## src/rtl/number_parser_if.sv

```systemverilog
// Byte-wide memory port shared by the finder and the number parser.
// The master drives the read address; the read byte returns separately on vw.
interface mb8_io #(
    parameter int unsigned ASZ = 17
) ();
    logic [ASZ-1:0] ai;
    logic           we;

    modport master (output ai, output we);
    modport slave  (input ai, input we);
endinterface

```

## src/rtl/number_parser.sv

```systemverilog
// number_parser: re-reads a TIB token byte by byte after a dictionary miss and
// converts it into a signed NSZ-bit number. Accepts an optional '-' and '$'
// prefix in either order. Returns valid/error flags and the address just past
// the terminating delimiter (space or NUL).
// Optional overflow checking is enabled by defining NUMPARSE_OVF_EN; without it
// the accumulator wraps silently modulo 2^NSZ.
module number_parser #(
    parameter int unsigned DSZ = 8,
    parameter int unsigned ASZ = 17,
    parameter int unsigned NSZ = 32
) (
    input  logic           clk,
    input  logic           rst_n,
    mb8_io.master          mb_if,
    input  logic           en,
    input  logic [ASZ-1:0] aw,
    input  logic           hex,
    input  logic [DSZ-1:0] vw,
    output logic           bsy,
    output logic           vld,
    output logic           err,
    output logic [NSZ-1:0] num,
    output logic [ASZ-1:0] tib
);

    typedef enum logic [2:0] {StIdle, StPfx, StDig, StDone, StErr} state_e;

    localparam logic [7:0] ChMinus  = 8'h2D;
    localparam logic [7:0] ChDollar = 8'h24;
    localparam logic [7:0] ChSpace  = 8'h20;
    localparam logic [7:0] ChNul    = 8'h00;

`ifdef NUMPARSE_OVF_EN
    localparam int unsigned MW = NSZ + 5;
`else
    localparam int unsigned MW = NSZ;
`endif

    state_e         state_q, state_d;
    logic [ASZ-1:0] a1_q, a1_d;
    logic [NSZ-1:0] acc_q, acc_d;
    logic [7:0]     cnt_q, cnt_d;
    logic           neg_q, neg_d;
    logic           dol_q, dol_d;
    logic           base16_q, base16_d;
    logic           bsy_q, bsy_d;
    logic           vld_q, vld_d;
    logic           err_q, err_d;
    logic [NSZ-1:0] num_q, num_d;
    logic [ASZ-1:0] tib_q, tib_d;

    logic [7:0]     byte_w;
    logic [4:0]     dig;
    logic           dig_ok;
    logic           is_delim;
    logic [MW-1:0]  mac;
    logic           ovf_step;
    logic           ovf_final;

    // Character to digit value; 31 marks a non-digit.
    function automatic logic [4:0] dig_val(input logic [7:0] c);
        if (c >= 8'h30 && c <= 8'h39) begin
            return 5'(c - 8'h30);
        end else if (c >= 8'h41 && c <= 8'h46) begin
            return 5'(c - 8'h37);
        end else if (c >= 8'h61 && c <= 8'h66) begin
            return 5'(c - 8'h57);
        end else begin
            return 5'd31;
        end
    endfunction

    // Byte decode and multiply-accumulate datapath for the current byte.
    always_comb begin
        byte_w   = vw[7:0];
        dig      = dig_val(byte_w);
        dig_ok   = base16_q ? (dig < 5'd16) : (dig < 5'd10);
        is_delim = (byte_w == ChSpace) || (byte_w == ChNul);
        // x16 is a shift; x10 is x8 + x2.
        if (base16_q) begin
            mac = MW'({acc_q, 4'b0000}) + MW'(dig);
        end else begin
            mac = MW'({acc_q, 3'b000}) + MW'({acc_q, 1'b0}) + MW'(dig);
        end
`ifdef NUMPARSE_OVF_EN
        ovf_step  = |mac[MW-1:NSZ];
        // Negative range reaches one further than positive.
        ovf_final = neg_q ? (acc_q[NSZ-1] && (|acc_q[NSZ-2:0])) : acc_q[NSZ-1];
`else
        ovf_step  = 1'b0;
        ovf_final = 1'b0;
`endif
    end

    // Next-state, datapath update and memory address.
    always_comb begin
        state_d  = state_q;
        a1_d     = a1_q;
        acc_d    = acc_q;
        cnt_d    = cnt_q;
        neg_d    = neg_q;
        dol_d    = dol_q;
        base16_d = base16_q;
        bsy_d    = bsy_q;
        vld_d    = vld_q;
        err_d    = err_q;
        num_d    = num_q;
        tib_d    = tib_q;
        mb_if.ai = (state_q == StIdle) ? aw : a1_q;
        mb_if.we = 1'b0;

        unique case (state_q)
            StIdle: begin
                if (en) begin
                    a1_d     = aw + ASZ'(1);
                    acc_d    = '0;
                    cnt_d    = '0;
                    neg_d    = 1'b0;
                    dol_d    = 1'b0;
                    base16_d = hex;
                    bsy_d    = 1'b1;
                    vld_d    = 1'b0;
                    err_d    = 1'b0;
                    state_d  = StPfx;
                end
            end
            StPfx, StDig: begin
                if (!en) begin
                    bsy_d   = 1'b0;
                    state_d = StIdle;
                end else begin
                    a1_d = a1_q + ASZ'(1);
                    if (state_q == StPfx && byte_w == ChMinus && !neg_q) begin
                        neg_d = 1'b1;
                    end else if (state_q == StPfx && byte_w == ChDollar && !dol_q) begin
                        dol_d    = 1'b1;
                        base16_d = 1'b1;
                    end else if (is_delim) begin
                        if (cnt_q == 8'd0 || ovf_final) begin
                            err_d   = 1'b1;
                            bsy_d   = 1'b0;
                            state_d = StErr;
                        end else begin
                            num_d   = neg_q ? -acc_q : acc_q;
                            tib_d   = a1_q;
                            vld_d   = 1'b1;
                            bsy_d   = 1'b0;
                            state_d = StDone;
                        end
                    end else if (dig_ok && !ovf_step) begin
                        acc_d   = mac[NSZ-1:0];
                        // Saturate so very long tokens never read as empty.
                        cnt_d   = (cnt_q == 8'hFF) ? cnt_q : cnt_q + 8'd1;
                        state_d = StDig;
                    end else begin
                        err_d   = 1'b1;
                        bsy_d   = 1'b0;
                        state_d = StErr;
                    end
                end
            end
            StDone, StErr: begin
                if (!en) begin
                    vld_d   = 1'b0;
                    err_d   = 1'b0;
                    state_d = StIdle;
                end
            end
            default: begin
                state_d = StIdle;
            end
        endcase
    end

    // State and datapath registers.
    always_ff @(posedge clk or negedge rst_n) begin
        if (!rst_n) begin
            state_q  <= StIdle;
            a1_q     <= '0;
            acc_q    <= '0;
            cnt_q    <= '0;
            neg_q    <= 1'b0;
            dol_q    <= 1'b0;
            base16_q <= 1'b0;
            bsy_q    <= 1'b0;
            vld_q    <= 1'b0;
            err_q    <= 1'b0;
            num_q    <= '0;
            tib_q    <= '0;
        end else begin
            state_q  <= state_d;
            a1_q     <= a1_d;
            acc_q    <= acc_d;
            cnt_q    <= cnt_d;
            neg_q    <= neg_d;
            dol_q    <= dol_d;
            base16_q <= base16_d;
            bsy_q    <= bsy_d;
            vld_q    <= vld_d;
            err_q    <= err_d;
            num_q    <= num_d;
            tib_q    <= tib_d;
        end
    end

    assign bsy = bsy_q;
    assign vld = vld_q;
    assign err = err_q;
    assign num = num_q;
    assign tib = tib_q;

endmodule

```

## src/flat_wrapper.sv

```systemverilog
// flat-port wrapper written by rule: the top's interface ports become plain ports
module number_parser_flat 
#(
    parameter int unsigned DSZ = 8,
    parameter int unsigned ASZ = 17,
    parameter int unsigned NSZ = 32
)
  (clk, rst_n, en, aw, hex, vw, bsy, vld, err, num, tib, mb_if_ai, mb_if_we);
  mb8_io #(.ASZ(ASZ)) mb_if_i ();
  input  logic clk;
  input  logic rst_n;
  input  logic en;
  input  logic [ASZ-1:0] aw;
  input  logic hex;
  input  logic [DSZ-1:0] vw;
  output logic bsy;
  output logic vld;
  output logic err;
  output logic [NSZ-1:0] num;
  output logic [ASZ-1:0] tib;
  output wire logic [$bits(mb_if_i.ai)-1:0] mb_if_ai;
  output wire logic [$bits(mb_if_i.we)-1:0] mb_if_we;
  assign mb_if_ai = mb_if_i.ai;
  assign mb_if_we = mb_if_i.we;
  number_parser #(.DSZ(DSZ), .ASZ(ASZ), .NSZ(NSZ)) u_core (.clk(clk), .rst_n(rst_n), .mb_if(mb_if_i), .en(en), .aw(aw), .hex(hex), .vw(vw), .bsy(bsy), .vld(vld), .err(err), .num(num), .tib(tib));
endmodule
```

## config.mk

```make
export PLATFORM = sky130hd
export DESIGN_NAME = number_parser_flat
export DESIGN_NICKNAME = d
export VERILOG_FILES = /design/src/rtl/number_parser_if.sv /design/src/rtl/number_parser.sv /design/src/flat_wrapper.sv
export SDC_FILE = /design/constraint.sdc
export NUM_CORES = 1
export LEC_CHECK = 0
export ABC_CLOCK_PERIOD_IN_PS = 4750
export BUFFER_PORTS_ARGS = -buffer_cell sky130_fd_sc_hd__buf_4
export CAP_MARGIN = 40
export CORE_MARGIN = 5
export CORE_UTILIZATION = 45
export CTS_CLUSTER_SIZE = 28
export DETAILED_ROUTE_END_ITERATION = 12
export PLACE_DENSITY = 0.66
export REMOVE_ABC_BUFFERS = 1
export SYNTH_ARGS = -nofsm -noshare
export SYNTH_HDL_FRONTEND = slang
export SYNTH_SLANG_ARGS = --single-unit
```

## constraint.sdc

```tcl
create_clock -name clk -period 4.75 [get_ports clk]
set_input_delay 0.475 -clock clk [delete_from_list [all_inputs] [get_ports clk]]
set_output_delay 0.475 -clock clk [all_outputs]
set_load 0.02 [all_outputs]
```

Word level (Yosys, flattened, before mapping)
Index checks and enable logic that the tools add are counted.
- flip-flop bits (word level): 115
- input bits: 29
- word-level logic and storage cells: 150
- add/sub/neg operators: 10
- $lt $le $gt $ge: 8
- equal/unequal tests: 25
- mux-type cells: 65
- bitwise gates (word level): 3
- reductions and logical operators: 27
- operators by type and width (cell ; number):
    $mux 32 ; 8
    $add 32x5->32 ; 2
    $pmux 32 s2 ; 1
    $mux 8 ; 7
    $mux 17 ; 3
    $add 17x1->17 const B ; 2
    $pmux 17 s2 ; 1
    $add 32x32->32 ; 1
    $neg 32->32 ; 1
    $mux 1 ; 26
    $eq 8x6->1 const B ; 3
    $mux 3 ; 8
    $reduce_and 8->1 ; 3
    $ge 8x7->1 const B ; 2
    $le 8x7->1 const B ; 2
    $logic_not 8->1 ; 2
    $ne 2x2->1 const B ; 8
    $pmux 8 s2 ; 1
    $mux 5 ; 3
    $sub 5x5->5 const B ; 3
    $ne 3x3->1 const B ; 4
    $reduce_and 5->1 ; 2
    $pmux 3 s3 ; 1
    $add 8x1->8 const B ; 1
    other kinds (24) ; 43

Depth between registers and ports, before layout
- depth in word-level cells: 13
- mapped depth: 19

Worst setup path after synthesis
OpenSTA, ideal clock, no wires.
- path type: input-to-reg
- start point: input vw[1]
- end point: register u_core.acc_q[28]
- setup time: 0.087 ns
- arrival: 4.208 ns
- path slack: 0.455 ns
- stages: 19
- path buffers: 0
- cell sequence: inv_1 ha_1 nor2_1 a2111oi_0 o21ai_1 a222oi_1 a21oi_1 inv_1 ha_1 ha_1 fa_1 a21o_1 a31oi_1 nor4b_1 o21ai_0 a211oi_1 o211ai_1 mux2_2 o211ai_1
- cells in the longest elaborated chain, start to end: 13
- RTL lines (what ; RTL line ; source):
    from (decl) ; flat_wrapper.sv:15 ; input logic [DSZ-1:0] vw;
    $ge 8x7->1 or $le 8x7->1 (tied branches) ; number_parser.sv:66 ; end else if (c >= 8'h61 && c <= 8'h66) begin
    $logic_and 1x1->1 ; number_parser.sv:66 ;
    $mux 5 ; number_parser.sv:66 ;
    $mux 5 ; number_parser.sv:64 ; end else if (c >= 8'h41 && c <= 8'h46) begin
    $mux 5 ; number_parser.sv:62 ; if (c >= 8'h30 && c <= 8'h39) begin
    $add 32x5->32 (on tied branches) ; number_parser.sv:83, number_parser.sv:81 ;
    $mux 32 ; number_parser.sv:80 ; if (base16_q) begin
    $mux 32 ; number_parser.sv:150 ; end else if (dig_ok && !ovf_step) begin
    $mux 32 ; number_parser.sv:138 ; end else if (is_delim) begin
    $mux 32 ; number_parser.sv:135 ; end else if (state_q == StPfx && byte_w == ChDollar && !dol_q) begin
    $mux 32 ; number_parser.sv:133 ; if (state_q == StPfx && byte_w == ChMinus && !neg_q) begin
    $mux 32 ; number_parser.sv:128 ; if (!en) begin
    $pmux 32 s2 ; number_parser.sv:112 ; unique case (state_q)
    to (signal assigned) ; number_parser.sv:180 ; acc_q <= '0;
    to (signal assigned) ; number_parser.sv:193 ; acc_q <= acc_d;
    to (decl) ; number_parser.sv:41 ; logic [NSZ-1:0] acc_q, acc_d;
Several ways; a longest one is shown, not always the timed one. The select of a mux whose other input is x is not followed.
A chain may end at the register's enable or synchronous reset.

Worst setup path after layout
- start point: input vw[1]
- end point: register u_core.acc_q[30]
Same word-level chain as after synthesis.

==> metrics.txt <==
CP max-delay cell=fa_1; layer with the highest usage=met2; CP Cell Sequence=buf_4 -> inv_1 -> ha_1 -> nor2_1 -> a2111oi_0 -> o21ai_1 -> a222oi_1 -> a21oi_1 -> inv_1 -> ha_1 -> ha_1 -> fa_1 -> a21o_1 -> a31oi_1 -> nor4b_1 -> o21ai_1 -> a21oi_1 -> a211oi_1 -> xnor2_1 -> a221o_1; WL final=around 26000 um; worst hold path depth=3; max incr delay on CP=~0.42 ns; initial drt markers=roughly 640; DRT antenna net count=0; Worst EP required=approximately 5.1 ns; DR vias/cell=5.95; drt pass-1 iters=5; Critical Path Fanout Max=6; clk_skew=approximately 0.0087 ns; hold endpoint=u_core.state_q[2]; met1 Use GR=approximately 30%; io pins=99; Core ar.=0.0204 mm^2; GR Overflow Total=0; Startpoint Class=input port; Post-synth EDFFs=0; RR Startpoint=u_core.acc_q[3]; DR WL/cell=between 15 and 20 um; sequential cell area=between 0.002 and 0.003 mm^2; layout cell share with drive strength beyond 1=17.9%; chip height=154 um; Hold/Removal Path Class=in -> reg; # port buffers=97; top cells by area, synth=dfrtp_1, ha_1, o21ai_0, nand2_1, xor2_1; Unique masters post-synth=slightly below 80; htree depth=4; Slew HR=between 40% and 50%; worst reg-to-reg setup slack=between 1 and 1.5 ns; Post-Synthesis Cells=1115; P_leak=around 0.0052 uW; area leader, netlist=dfrtp_1; f_max=approximately 230 MHz; Slew @ Worst Pin=0.804 ns; Nets=between 1000 and 1500; FILL cells=just under 2000; status=completed; maximum vdd drop=between 0.0002 and 0.00025 V; worst-case reg-to-reg path depth=12; Post-synth top cells=nand2_1, dfrtp_1, o21ai_0, a21oi_1; async set-reset flop share out of synthesis=100%; worst min-delay path startpoint=en; fin util=a little over half; Final min period=around 4.4 ns; flops & latches, synth=115; final hold violation count=0; Layout Area Growth over Synthesis=18.1%; Max Cap Viol=0; sequential share of the synthesized area=about 30%; Final Non-Filler Cells=1468; routing usage on met2=between 30% and 40%; CP Class=in -> reg; Placed Cells=1435; Setup-failing EPs final=0; Root Buffer=clkbuf_16; Period Utilization, post-route=slightly above 90%; Worst-path clk slew=around 0.060 ns; Main synth FF type=dfrtp_1; Slew Viols, Final=0; Rows=52; worst hold slack=about 0.33 ns; synth warn=0; Crit path top cell by count=ha_1; met3 Use GR=between 4 and 5%; initial antenna violation count=0; top-count cell post-synth=nand2_1; Multi-input gate area=slightly above 0.006 mm^2; PD cells=approximately 340 mW/mm^2; clock insertion delay at the later pin of the skew report=approximately 0.42 ns; CTS sink count=about 120; Antenna Cells=0; Critical Path End Type=flip-flop; vias in the first global route=8300; syn_area_per_cell=~8.4 um^2; CTS tree=built; via count=8731; Horiz. Die Dim=around 150 um; routability-driven placement congestion ratio=0.919; RSZ-0062 raised after global routing=false; cell area after synthesis=between 0.009 and 0.01 mm^2; post-synth top area share=30.8%; crit path DAT=4.66 ns; Max clock buf depth=2; Die ar.=approximately 0.024 mm^2; Initial Utilization=45.9%; worst r2r dst=u_core.acc_q[28]; GRT Total Usage=a little over a fifth; Post-DP HPWL=between 15000 and 20000 um; DRC viols=0; PnR Total Power=3710 uW; Setup Fix Bufs, Post-CTS=0; first-pass GRT wire length=around 43000 um; CTS Buf Count=17; largest net degree at the start of global routing=between 60 and 70
## cell type report
class                      count  area share [%]
timing repair buffer         123            8.87
clock buffer                  17            3.86
inverter                      30            1.02
tap                          270            3.06
sequential                   115            26.1
clock inverter                15            2.09
multi-input combinational    898            55.0
## power breakdown
part	switching (uW)	internal (uW)	total, uW	leakage, uW
clock	508	936	1440	0.000310
sequential	136	1050	1190	0.00155
combinational	655	425	1080	0.00331
total	1300	2410	3710	0.00517
## state kept, by name, indices dropped and copies added, names as in the netlist, 3 cells and up
signal / count
u_core.a1_q: 17
u_core.acc_q: 32
u_core.cnt_q: 8
u_core.num: 32
u_core.state_q: 3
u_core.tib: 17
## routing by layer
metal | vias to the layer above | wire, um
li1 | 4219 | -
met1 | 4208 | 11900
met2 | 270 | 12200
met3 | 34 | 1470
met4 | 0 | 469
met5 | - | 0
## per-stage QoR
step	cell area, um^2	TNS (ns)	setup slack [ns]
floorplan	9050	0	0.455
global route	11000	0	0.00879
global placement	10300	0	0.0108
detailed placement	10400	-0.260	-0.163
finish	11000	0	0.387
CTS	11000	0	0.264
## cell families after synthesis
| group | after synthesis | synth area share [%] |
|---|---|---|
| XOR/XNOR | 77 | 7.38 |
| multiplexers | 52 | 6.09 |
| flip-flops | 115 | 30.8 |
| adder cells (fa/ha/maj) | 69 | 9.48 |
| buffers and inverters | 102 | 4.42 |
| other | 1 | 0.0401 |
| AND/OR/NAND/NOR | 360 | 18.9 |
| AO/OA/AOI/OAI | 339 | 22.9 |
## worst max-delay path: cells and delay by family
kind            cells  cell delay [ns]
compound gates     10             2.46
fa+ha+maj           4             1.11
buf+inv             3             0.31
simple gates        2             0.20
xor+xnor            1             0.10
## worst max-delay path by stage
stage | start | end | slack [ns] | cells after the start
after floorplan | vw[1] | u_core.acc_q[28] | 0.46 | 19
after global placement | vw[1] | u_core.acc_q[28] | 0.01 | 20
after detailed placement | vw[1] | u_core.acc_q[28] | -0.16 | 20
after CTS | vw[1] | u_core.acc_q[28] | 0.26 | 20
after global routing | vw[1] | u_core.acc_q[28] | 0.009 | 20
final | vw[1] | u_core.acc_q[30] | 0.39 | 20
## layout by cell type, fill, tap and decap left out, types with 13 or more instances in the layout
| master | Yosys | layout |
|---|---|---|
| nand2_1 | 132 | 131 |
| buf_4 | 2 | 119 |
| dfrtp_1 | 115 | 114 |
| o21ai_0 | 109 | 107 |
| a21oi_1 | 81 | 81 |
| ha_1 | 66 | 66 |
| nor2_1 | 66 | 65 |
| xor2_1 | 48 | 48 |
| mux2_2 | 37 | 37 |
| nand3_1 | 31 | 31 |
| inv_1 | 30 | 30 |
| xnor2_1 | 27 | 27 |
| nor3_1 | 23 | 22 |
| and3_1 | 21 | 21 |
| o31ai_1 | 18 | 18 |
| clkbuf_16 | 0 | 17 |
| a211oi_1 | 16 | 16 |
| nand4_1 | 15 | 15 |
| nand2b_1 | 14 | 14 |
| o21ai_1 | 12 | 14 |
| a21o_1 | 13 | 13 |
| mux2i_1 | 13 | 13 |
## repair_timing
action / 4_1_cts / 5_1_grt
hold buffers: 1 / 0
gates resized for setup: 0 / 2
endpoints found under the setup margin: 0 / 2
endpoints found under the hold margin: 22 / 0
(Power assumes the default switching activity.)
